File: src/rtl/lsu_controller.sv
// lsu_controller
// Multi-cycle load/store sequencer between the ALU/control stage and data
// memory. Launches one access per memory instruction, drives a req/ack
// handshake, generates byte enables and lane-replicated store data, formats
// load data (lane select plus sign/zero extension) and stalls the core until
// the access completes or faults.
//
// Ports
//   clk, reset         : rising-edge clock, synchronous active-high reset
//   start              : memory instruction present this cycle
//   mem[2:0]           : access code (001 lb, 010 lh, 011 lw, 101 lbu, 110 lhu,
//                        000 none, 100/111 illegal)
//   mem_write          : 1 = store, 0 = load
//   addr, wdata        : byte address and store data from the pipeline
//   stall              : hold PC/pipeline
//   done               : one-cycle completion pulse
//   rdata              : formatted load result (holds until next good load)
//   misaligned,
//   timeout_err        : fault flags, only high together with done
//   dmem_req/we/addr/be/wdata : request side of the memory port
//   dmem_rdata, dmem_ack      : response side of the memory port
//
// Handshake: dmem_req rises in the first REQ cycle and the request fields stay
// stable until dmem_ack is sampled high on a rising edge; ack may come in the
// very first request cycle. An ack outside REQ is ignored.
module lsu_controller #(
  parameter int TIMEOUT = 15
) (
  input  logic        clk,
  input  logic        reset,
  input  logic        start,
  input  logic [2:0]  mem,
  input  logic        mem_write,
  input  logic [31:0] addr,
  input  logic [31:0] wdata,
  output logic        stall,
  output logic        done,
  output logic [31:0] rdata,
  output logic        misaligned,
  output logic        timeout_err,
  output logic        dmem_req,
  output logic        dmem_we,
  output logic [31:0] dmem_addr,
  output logic [3:0]  dmem_be,
  output logic [31:0] dmem_wdata,
  input  logic [31:0] dmem_rdata,
  input  logic        dmem_ack
);

  typedef enum logic [1:0] {IDLE, REQ, ERR, DONE} state_t;

  state_t      state;
  logic [2:0]  mem_q;
  logic        we_q;
  logic [31:0] addr_q;
  logic [31:0] wdata_q;
  logic [7:0]  cnt;
  logic        fault_to;   // 1 = fault in ERR came from timeout, 0 = misaligned/illegal

  logic        launch;
  logic        illegal;
  logic        mis;
  logic        in_req;
  logic [3:0]  be_calc;
  logic [31:0] wd_calc;
  logic [31:0] lane;
  logic        sx;
  logic [31:0] load_fmt;

  assign launch  = start && (mem != 3'b000);
  assign illegal = (mem == 3'b100) || (mem == 3'b111);
  assign mis     = ((mem[1:0] == 2'b10) && addr[0]) ||
                   ((mem[1:0] == 2'b11) && (addr[1:0] != 2'b00));
  assign in_req  = (state == REQ);

  assign stall = (state == IDLE && launch) || (state == REQ) || (state == ERR);

  // Size comes from mem_q[1:0]; mem_q[2] only selects zero extension.
  always_comb begin
    be_calc = 4'b1111;
    wd_calc = wdata_q;
    case (mem_q[1:0])
      2'b01: begin
        be_calc = 4'b0001 << addr_q[1:0];
        wd_calc = {4{wdata_q[7:0]}};
      end
      2'b10: begin
        be_calc = 4'b0011 << addr_q[1:0];
        wd_calc = {2{wdata_q[15:0]}};
      end
      default: begin
        be_calc = 4'b1111;
        wd_calc = wdata_q;
      end
    endcase
  end

  // Shift the addressed lane down to bit 0, then extend.
  assign lane = dmem_rdata >> {addr_q[1:0], 3'b000};
  assign sx   = ~mem_q[2];

  always_comb begin
    load_fmt = lane;
    case (mem_q[1:0])
      2'b01:   load_fmt = {{24{sx & lane[7]}}, lane[7:0]};
      2'b10:   load_fmt = {{16{sx & lane[15]}}, lane[15:0]};
      default: load_fmt = lane;
    endcase
  end

  // Request fields are forced to zero outside REQ so the bus is quiet when idle.
  assign dmem_req   = in_req;
  assign dmem_we    = in_req & we_q;
  assign dmem_addr  = in_req ? {addr_q[31:2], 2'b00} : 32'h0;
  assign dmem_be    = in_req ? be_calc : 4'h0;
  assign dmem_wdata = in_req ? wd_calc : 32'h0;

  always_ff @(posedge clk) begin
    if (reset) begin
      state       <= IDLE;
      mem_q       <= 3'b000;
      we_q        <= 1'b0;
      addr_q      <= 32'h0;
      wdata_q     <= 32'h0;
      cnt         <= 8'h0;
      fault_to    <= 1'b0;
      done        <= 1'b0;
      misaligned  <= 1'b0;
      timeout_err <= 1'b0;
      rdata       <= 32'h0;
    end else begin
      done        <= 1'b0;
      misaligned  <= 1'b0;
      timeout_err <= 1'b0;
      case (state)
        IDLE: begin
          if (launch) begin
            mem_q    <= mem;
            we_q     <= mem_write;
            addr_q   <= addr;
            wdata_q  <= wdata;
            cnt      <= 8'h0;
            fault_to <= 1'b0;
            state    <= (illegal || mis) ? ERR : REQ;
          end
        end
        REQ: begin
          if (dmem_ack) begin
            if (!we_q) rdata <= load_fmt;
            done  <= 1'b1;
            state <= DONE;
          end else begin
            cnt <= cnt + 8'd1;
            // This cycle is the TIMEOUT-th without ack: give up.
            if (cnt == 8'(TIMEOUT - 1)) begin
              fault_to <= 1'b1;
              state    <= ERR;
            end
          end
        end
        ERR: begin
          done        <= 1'b1;
          misaligned  <= ~fault_to;
          timeout_err <= fault_to;
          state       <= DONE;
        end
        default: begin
          state <= IDLE;
        end
      endcase
    end
  end

endmodule

File: config.mk
export PLATFORM = sky130hd
export DESIGN_NAME = lsu_controller
export DESIGN_NICKNAME = d
export VERILOG_FILES = /design/src/rtl/lsu_controller.sv
export SDC_FILE = /design/constraint.sdc
export NUM_CORES = 1
export LEC_CHECK = 0
export ABC_AREA = 1
export CAP_MARGIN = 25
export CORE_MARGIN = 4
export CORE_UTILIZATION = 45
export CTS_CLUSTER_SIZE = 40
export DETAILED_ROUTE_END_ITERATION = 12
export HOLD_SLACK_MARGIN = 0.05
export PLACE_DENSITY = 0.77
export SETUP_SLACK_MARGIN = 0.05
export SYNTH_ARGS = -nofsm -noshare
export SYNTH_HDL_FRONTEND = slang
export SYNTH_SLANG_ARGS = --single-unit
export TNS_END_PERCENT = 30
File: constraint.sdc
create_clock -name clk -period 4.5 [get_ports clk]
set_clock_uncertainty 0.1 [all_clocks]
set_input_delay 0.9 -clock clk [delete_from_list [all_inputs] [get_ports clk]]
set_output_delay 0.9 -clock clk [all_outputs]
set_load 0.02 [all_outputs]
==> results.py, run 1 <==
metrics = {
    "layout": {
        "drive_above_1_share_pct": 5.66,
        "stdcell_area_mm2": 0.00858,
        "nets": 1194,
        "final_core_util_pct": 67.7,
        "area_growth_pct": 47.3,
        "diodes": 0,
    },
    "logic_synthesis": {
        "syn_area_mm2": 0.00583,
        "syn-instance-count": 899,
        "ys.warnings.count": 0,
        "synth-seq-cells": 114,
        "synthDistinctLibCells": 29,
        "avgSynthCellArea_um2": 6.48,
        "yosysSeqAreaShare_pct": 39.2,
    },
    "die": {
        "core_mm2": 0.0127,
        "die_x_um": 122,
        "die_area_mm2": 0.0148,
        "initial_core_util_pct": 46.0,
        "ios": 210,
        "die_y_um": 122,
        "fp-row-count": 41,
    },
    "place": {
        "gp_congestion": 0.883,
        "hpwlAfterDp_um": 12800,
        "dp_slack_ns": 0.936,
        "io_buffer_count": 207,
        "dpl-instance-area_mm2": 0.00793,
    },
    "run_status": {
        "status": "finished, final reports clean",
    },
    "global_routing": {
        "grt_pass1_wl_um": 29100,
        "grt-ovfl-total": 0,
        "grt_pass1_vias": 5893,
        "antenna_found_initial": 0,
        "grt_max_degree": 93,
        "gr-usage-all-layers_pct": 24.9,
    },
    "pwr": {
        "sequentialPowerShare_pct": 28.0,
        "p_clk_share_pct": 29.4,
        "peakVddDrop_v": 0.000249,
        "p_int_mw": 3.04,
        "power.net_switching_mw": 1.92,
        "leakagePower_nw": 3.98,
        "comb_power_share_pct": 42.5,
        "swShare_pct": 38.7,
        "power_density_mw_per_mm2": 578,
    },
    "timing": {
        "rsz0062_at_grt": "no",
        "drv_slew": 0,
        "hold_viol_final": 0,
        "tightestPinTransition_ns": 0.931,
        "max_freq_mhz": 252,
        "min_period_ns": 3.97,
        "setup_slack_ns": 0.534,
        "slew_headroom_pct": 38.0,
        "setup_viol": 0,
        "min_period_over_period_pct": 88.1,
        "finalSetupTns_ns": 0,
        "holdWs_ns": 0.328,
    },
    "drt": {
        "wire_per_inst_um": 14.5,
        "dr.pass1.iters": 5,
        "route.detailed.drc": 0,
        "vias": 6321,
        "vias_per_cell": 4.99,
        "drtIter0Drc": 651,
        "wl_um": 18400,
        "antenna_left": 0,
    },
    "cts": {
        "clock-root-buffer": "clkbuf_16",
        "htreeDepth": 4,
        "clock-sinks": 114,
        "cts_tree": "built",
        "clock_latency_ns": 0.41,
        "clk_pin_slew_ns": 0.06,
        "clockBufferDepth": 2,
        "cts_resized": 0,
        "cts_setup_buffers": 0,
        "postCtsHoldBufs": 0,
        "cts_made_buffers": 17,
    },
    "setup_path": {
        "crit_buf_inv": 5,
        "critPathMostFrequentCell": "inv_1",
        "cp_top_family": "buffers and inverters",
        "crit_arrival_ns": 2.97,
        "start_kind": "register",
        "slowest_delay_ns": 0.63,
        "critPathKind": "register to primary output",
        "path_cells": "inv_1 -> ha_1 -> buf_4 -> clkinv_1 -> o21ai_0 -> o211ai_1 -> inv_1 -> clkdlybuf4s50_1",
        "cp.required_ns": 3.50,
        "endpoint_kind": "primary output",
        "crit_slowest_cell": "clkdlybuf4s50_1",
        "crit_fanout": 30,
    },
    "job": {
        "drv_cap": 0,
    },
    "hold_path": {
        "hold_path.class": "register to register",
    },
}
routing by layer:
layer,vias up,share of wire (%),track usage (%)
li1,3194,-,-
met1,2810,42,31.0
met2,273,45,38.8
met3,44,10,9.24
met4,0,3.0,10.4
met5,-,0,0
cells in the mapped netlist:
master / number / area share (%)
a21oi_1: 70 / 6.0
a21oi_2: 1 / 0.15
buf_1: 6 / 0.39
buf_2: 19 / 1.6
buf_4: 2 / 0.26
buf_6: 8 / 1.5
clkbuf_1: 21 / 1.4
clkinv_1: 1 / 0.064
conb_1: 1 / 0.064
dfxtp_1: 114 / 39
ha_1: 8 / 1.7
inv_1: 119 / 7.7
inv_2: 2 / 0.13
nand2_1: 165 / 11
nand2_2: 2 / 0.21
nand3_1: 38 / 3.3
nand3_2: 1 / 0.17
nand4_1: 5 / 0.54
nor2_1: 167 / 11
nor2_2: 2 / 0.21
nor2_4: 1 / 0.19
nor3_1: 4 / 0.34
o211ai_1: 22 / 2.8
o21ai_0: 106 / 9.1
o21ai_1: 3 / 0.26
o21ai_2: 1 / 0.15
o21bai_1: 1 / 0.13
or2_2: 7 / 0.75
xor2_1: 2 / 0.30
cells by family (layout without fill, tap and decap cells):
kind of cell | after synthesis | after routing | synth area share, %
xor gates and xnor gates | 2 | 2 | 0.301
and+or+nand+nor | 392 | 392 | 27.1
DFF | 114 | 114 | 39.2
buffers and inverters | 178 | 373 | 13.0
other | 1 | 2 | 0.0644
AOI/OAI and AO/OA | 204 | 204 | 18.6
adders and majority gates | 8 | 8 | 1.72
stage by stage:
stage / cells / power, mW
after floorplan: 900 / 2.76
after global placement: 1235 / 3.49
after detailed placement: 1235 / 3.51
after CTS: 1267 / 4.99
after global routing: 1267 / 5.27
final: 1267 / 4.96
sequential cells by signal, summed over array words and instances, names as in the netlist:
signal / flops
addr_q: 32
rdata: 32
wdata_q: 32
cnt: 8
mem_q: 3
state: 2
done: 1
fault_to: 1
misaligned: 1
timeout_err: 1
we_q: 1
placed cells by master (no fill, tap or decap):
| cell | instances |
|---|---|
| o21ai_0 | 106 |
| clkdlybuf4s50_1 | 207 |
| o21bai_1 | 1 |
| clkbuf_8 | 5 |
| bufinv_16 | 4 |
| o211ai_1 | 22 |
| ha_2 | 1 |
| o21ai_2 | 1 |
| dfxtp_1 | 114 |
| nor3_1 | 4 |
| nand3_1 | 38 |
| inv_1 | 118 |
| buf_4 | 10 |
| nor2_1 | 167 |
| nand2_1 | 165 |
| clkinv_1 | 1 |
| nor2_4 | 1 |
| nand2_2 | 2 |
| nand3_2 | 1 |
| xor2_1 | 2 |
| clkinvlp_4 | 2 |
| clkinv_2 | 3 |
| inv_2 | 3 |
| ha_1 | 7 |
| conb_1 | 2 |
| o21ai_1 | 3 |
| a21oi_1 | 70 |
| a21oi_2 | 1 |
| clkbuf_1 | 1 |
| clkbuf_16 | 17 |
| or2_2 | 7 |
| nor2_2 | 2 |
| nand4_1 | 5 |
| buf_12 | 2 |
power by group through the flow:
stage	Clock [mW]	Sequential [mW]	Combinational (mW)
6_report	1.46	1.39	2.11
5_1_grt	1.53	1.41	2.33
4_1_cts	1.48	1.39	2.12
3_5_place_dp	0	1.40	2.11
3_3_place_gp	0	1.40	2.09
2_1_floorplan	0	1.45	1.31
layout make-up:
cell class	count	area, µm²
fill	1109	4090
timing repair buffer	219	2190
multi-input combinational	608	2790
tap	172	215
clock inverter	9	150
inverter	122	458
clock buffer	23	498
sequential	114	2280
final timing paths:
| check | startpoint | end | slack [ns] | depth (start not counted) |
|---|---|---|---|---|
| setup / recovery | mem_q[0] | dmem_wdata[23] | 0.53 | 8 |
| hold / removal | fault_to | misaligned | 0.33 | 1 |
| setup reg to reg | state[1] | rdata[5] | 1.90 | 9 |
| hold reg to reg | fault_to | misaligned | 0.33 | 1 |
Note: power is estimated with default switching activity, not from simulation.
==> run 2, diff against run 1 <==
--- a/config.mk
+++ b/config.mk
@@ -6,15 +6,14 @@
 export NUM_CORES = 1
 export LEC_CHECK = 0
 export ABC_AREA = 1
-export CAP_MARGIN = 25
+export CAP_MARGIN = 20
 export CORE_MARGIN = 4
 export CORE_UTILIZATION = 45
 export CTS_CLUSTER_SIZE = 40
 export DETAILED_ROUTE_END_ITERATION = 12
-export HOLD_SLACK_MARGIN = 0.05
+export HOLD_SLACK_MARGIN = 0.1
 export PLACE_DENSITY = 0.77
 export SETUP_SLACK_MARGIN = 0.05
 export SYNTH_ARGS = -nofsm -noshare
 export SYNTH_HDL_FRONTEND = slang
 export SYNTH_SLANG_ARGS = --single-unit
-export TNS_END_PERCENT = 30
==> results of run 2 <==
Same layout as run 1: the final DEF is identical, and so are final timing and power.
==> run 3, diff against run 2 <==
--- a/config.mk
+++ b/config.mk
@@ -8,11 +8,11 @@
 export ABC_AREA = 1
 export CAP_MARGIN = 20
 export CORE_MARGIN = 4
-export CORE_UTILIZATION = 45
+export CORE_UTILIZATION = 33
 export CTS_CLUSTER_SIZE = 40
 export DETAILED_ROUTE_END_ITERATION = 12
 export HOLD_SLACK_MARGIN = 0.1
-export PLACE_DENSITY = 0.77
+export PLACE_DENSITY = 0.59
 export SETUP_SLACK_MARGIN = 0.05
 export SYNTH_ARGS = -nofsm -noshare
 export SYNTH_HDL_FRONTEND = slang
==> run 3 against run 2 <==
Against the previous run:
- core utilization decreased by 18 points
- total power decreased by 2.2%
- maximum frequency rose by 11%
- critical path type unchanged
- combinational power about the same
- largest power group unchanged
==> results.py, run 3 (same netlist as run 1, synthesis figures left out) <==
metrics = {
    "layout": {
        "filler_cell_count": 1779,
        "nets": 1194,
        "drive_above_1_share_pct": 5.22,
        "layout_commonest_cell": "clkdlybuf4s50_1",
        "mostFrequentLayoutCells": "clkdlybuf4s50_1, nor2_1, nand2_1",
        "stdcell_area_mm2": 0.00857,
        "final_core_util_pct": 49.6,
        "area_growth_pct": 47.1,
        "largestRegisters": "addr_q x32, rdata x32, wdata_q x32",
        "layoutNonFillerInstCount": 1317,
        "diodes": 0,
    },
    "global_routing": {
        "grt_util_met2_pct": 30.7,
        "antenna_found_initial": 1,
        "grt_pass1_vias": 5834,
        "met3_usage_pct": 6.72,
        "grt_pass1_wl_um": 30700,
        "grt-ovfl-total": 0,
        "top_usage_layer": "met2",
        "gr-usage-all-layers_pct": 19.2,
        "grt_use_met1_pct": 24.5,
        "grt_max_degree": 93,
    },
    "timing": {
        "max_freq_mhz": 279,
        "setup_viol": 0,
        "tightestPinTransition_ns": 0.924,
        "slew_headroom_pct": 38.4,
        "hold_viol_final": 0,
        "rsz0062_at_grt": "no",
        "setup_slack_ns": 0.915,
        "min_period_ns": 3.59,
        "holdWs_ns": 0.321,
        "drv_slew": 0,
        "finalSetupTns_ns": 0,
        "min_period_over_period_pct": 79.7,
    },
    "setup_path": {
        "path_cells": "inv_1 -> ha_1 -> nor2_1 -> o21ai_0 -> o211ai_1 -> inv_1 -> clkdlybuf4s50_1",
        "slowest_delay_ns": 0.62,
        "crit_buf_inv": 3,
        "endpoint_kind": "primary output",
        "start_kind": "register",
        "crit_arrival_ns": 2.59,
        "cp_top_family": "buffers and inverters",
        "crit_fanout": 14,
        "critPathMostFrequentCell": "inv_1",
        "critPathKind": "register to primary output",
        "cp.required_ns": 3.50,
        "crit_slowest_cell": "clkdlybuf4s50_1",
        "reg2reg_slack_ns": 1.97,
    },
    "drt": {
        "drtIter0Drc": 358,
        "vias_per_cell": 4.67,
        "route.detailed.drc": 0,
        "wl_um": 19400,
        "dr.pass1.iters": 5,
        "wire_per_inst_um": 14.7,
        "vias": 6155,
        "antenna_left": 0,
    },
    "place": {
        "io_buffer_count": 207,
        "gp_congestion": 0.855,
        "hpwlAfterDp_um": 13700,
        "dpl-instance-area_mm2": 0.00799,
        "dp_slack_ns": 0.951,
        "dp_cells": 1288,
    },
    "job": {
        "drv_cap": 0,
    },
    "cts": {
        "clock-sinks": 114,
        "clock_latency_ns": 0.41,
        "cts_tree": "built",
        "clk_pin_slew_ns": 0.05,
        "cts_setup_buffers": 0,
        "cts_resized": 0,
        "postCtsHoldBufs": 0,
        "cts_made_buffers": 17,
        "clock-root-buffer": "clkbuf_16",
        "clockBufferDepth": 2,
        "htreeDepth": 4,
    },
    "hold_path": {
        "hold_path.class": "register to register",
    },
    "die": {
        "die_area_mm2": 0.0198,
        "fp-row-count": 48,
        "die_x_um": 141,
        "core_mm2": 0.0173,
        "die_y_um": 141,
        "initial_core_util_pct": 33.7,
        "ios": 210,
    },
    "pwr": {
        "peakVddDrop_v": 0.000270,
        "total_power_mw": 4.85,
        "leakagePower_nw": 3.95,
        "power_density_mw_per_mm2": 566,
    },
    "run_status": {
        "status": "finished, final reports clean",
    },
}
==> run 3: changes by cell type in the layout (fill, tap and decap cells not counted) <==
cell / previous run / this run
buf_12: 2 / 1
buf_4: 10 / 11
bufinv_16: 4 / 3
clkbuf_1: 1 / 3
clkbuf_8: 5 / 3
clkinvlp_4: 2 / 0
==> run 3: power breakdown <==
part           switching, mW  leakage (nW)  total [mW]  internal (mW)
registers              0.142         0.936        1.40           1.26
logic                   1.32          2.73        2.10          0.782
clock network          0.447         0.289        1.35          0.901
==> run 3: final timing paths <==
| check | startpoint | end | depth (start not counted) |
|---|---|---|---|
| max | mem_q[0] | dmem_wdata[23] | 7 |
| min | fault_to | misaligned | 1 |
| max reg2reg | state[1] | rdata[2] | 8 |
| min reg2reg | fault_to | misaligned | 1 |
==> run 3: area by class of cell <==
cell class | instances | area (µm²) | share of cell area (%)
Clock buffer | 23 | 478 | 5.58
Clock inverter | 6 | 105 | 1.23
Inverter | 122 | 458 | 5.34
Multi-Input combinational cell | 608 | 2790 | 32.6
Sequential cell | 114 | 2280 | 26.6
Tap cell | 225 | 282 | 3.28
Timing Repair Buffer | 219 | 2170 | 25.4
==> run 3: metal layers <==
metal	vias to the layer above	part of all wire, %
met1	2756	44
met5	-	0.067
met3	23	8.4
met2	179	45
met4	2	1.9
li1	3195	-
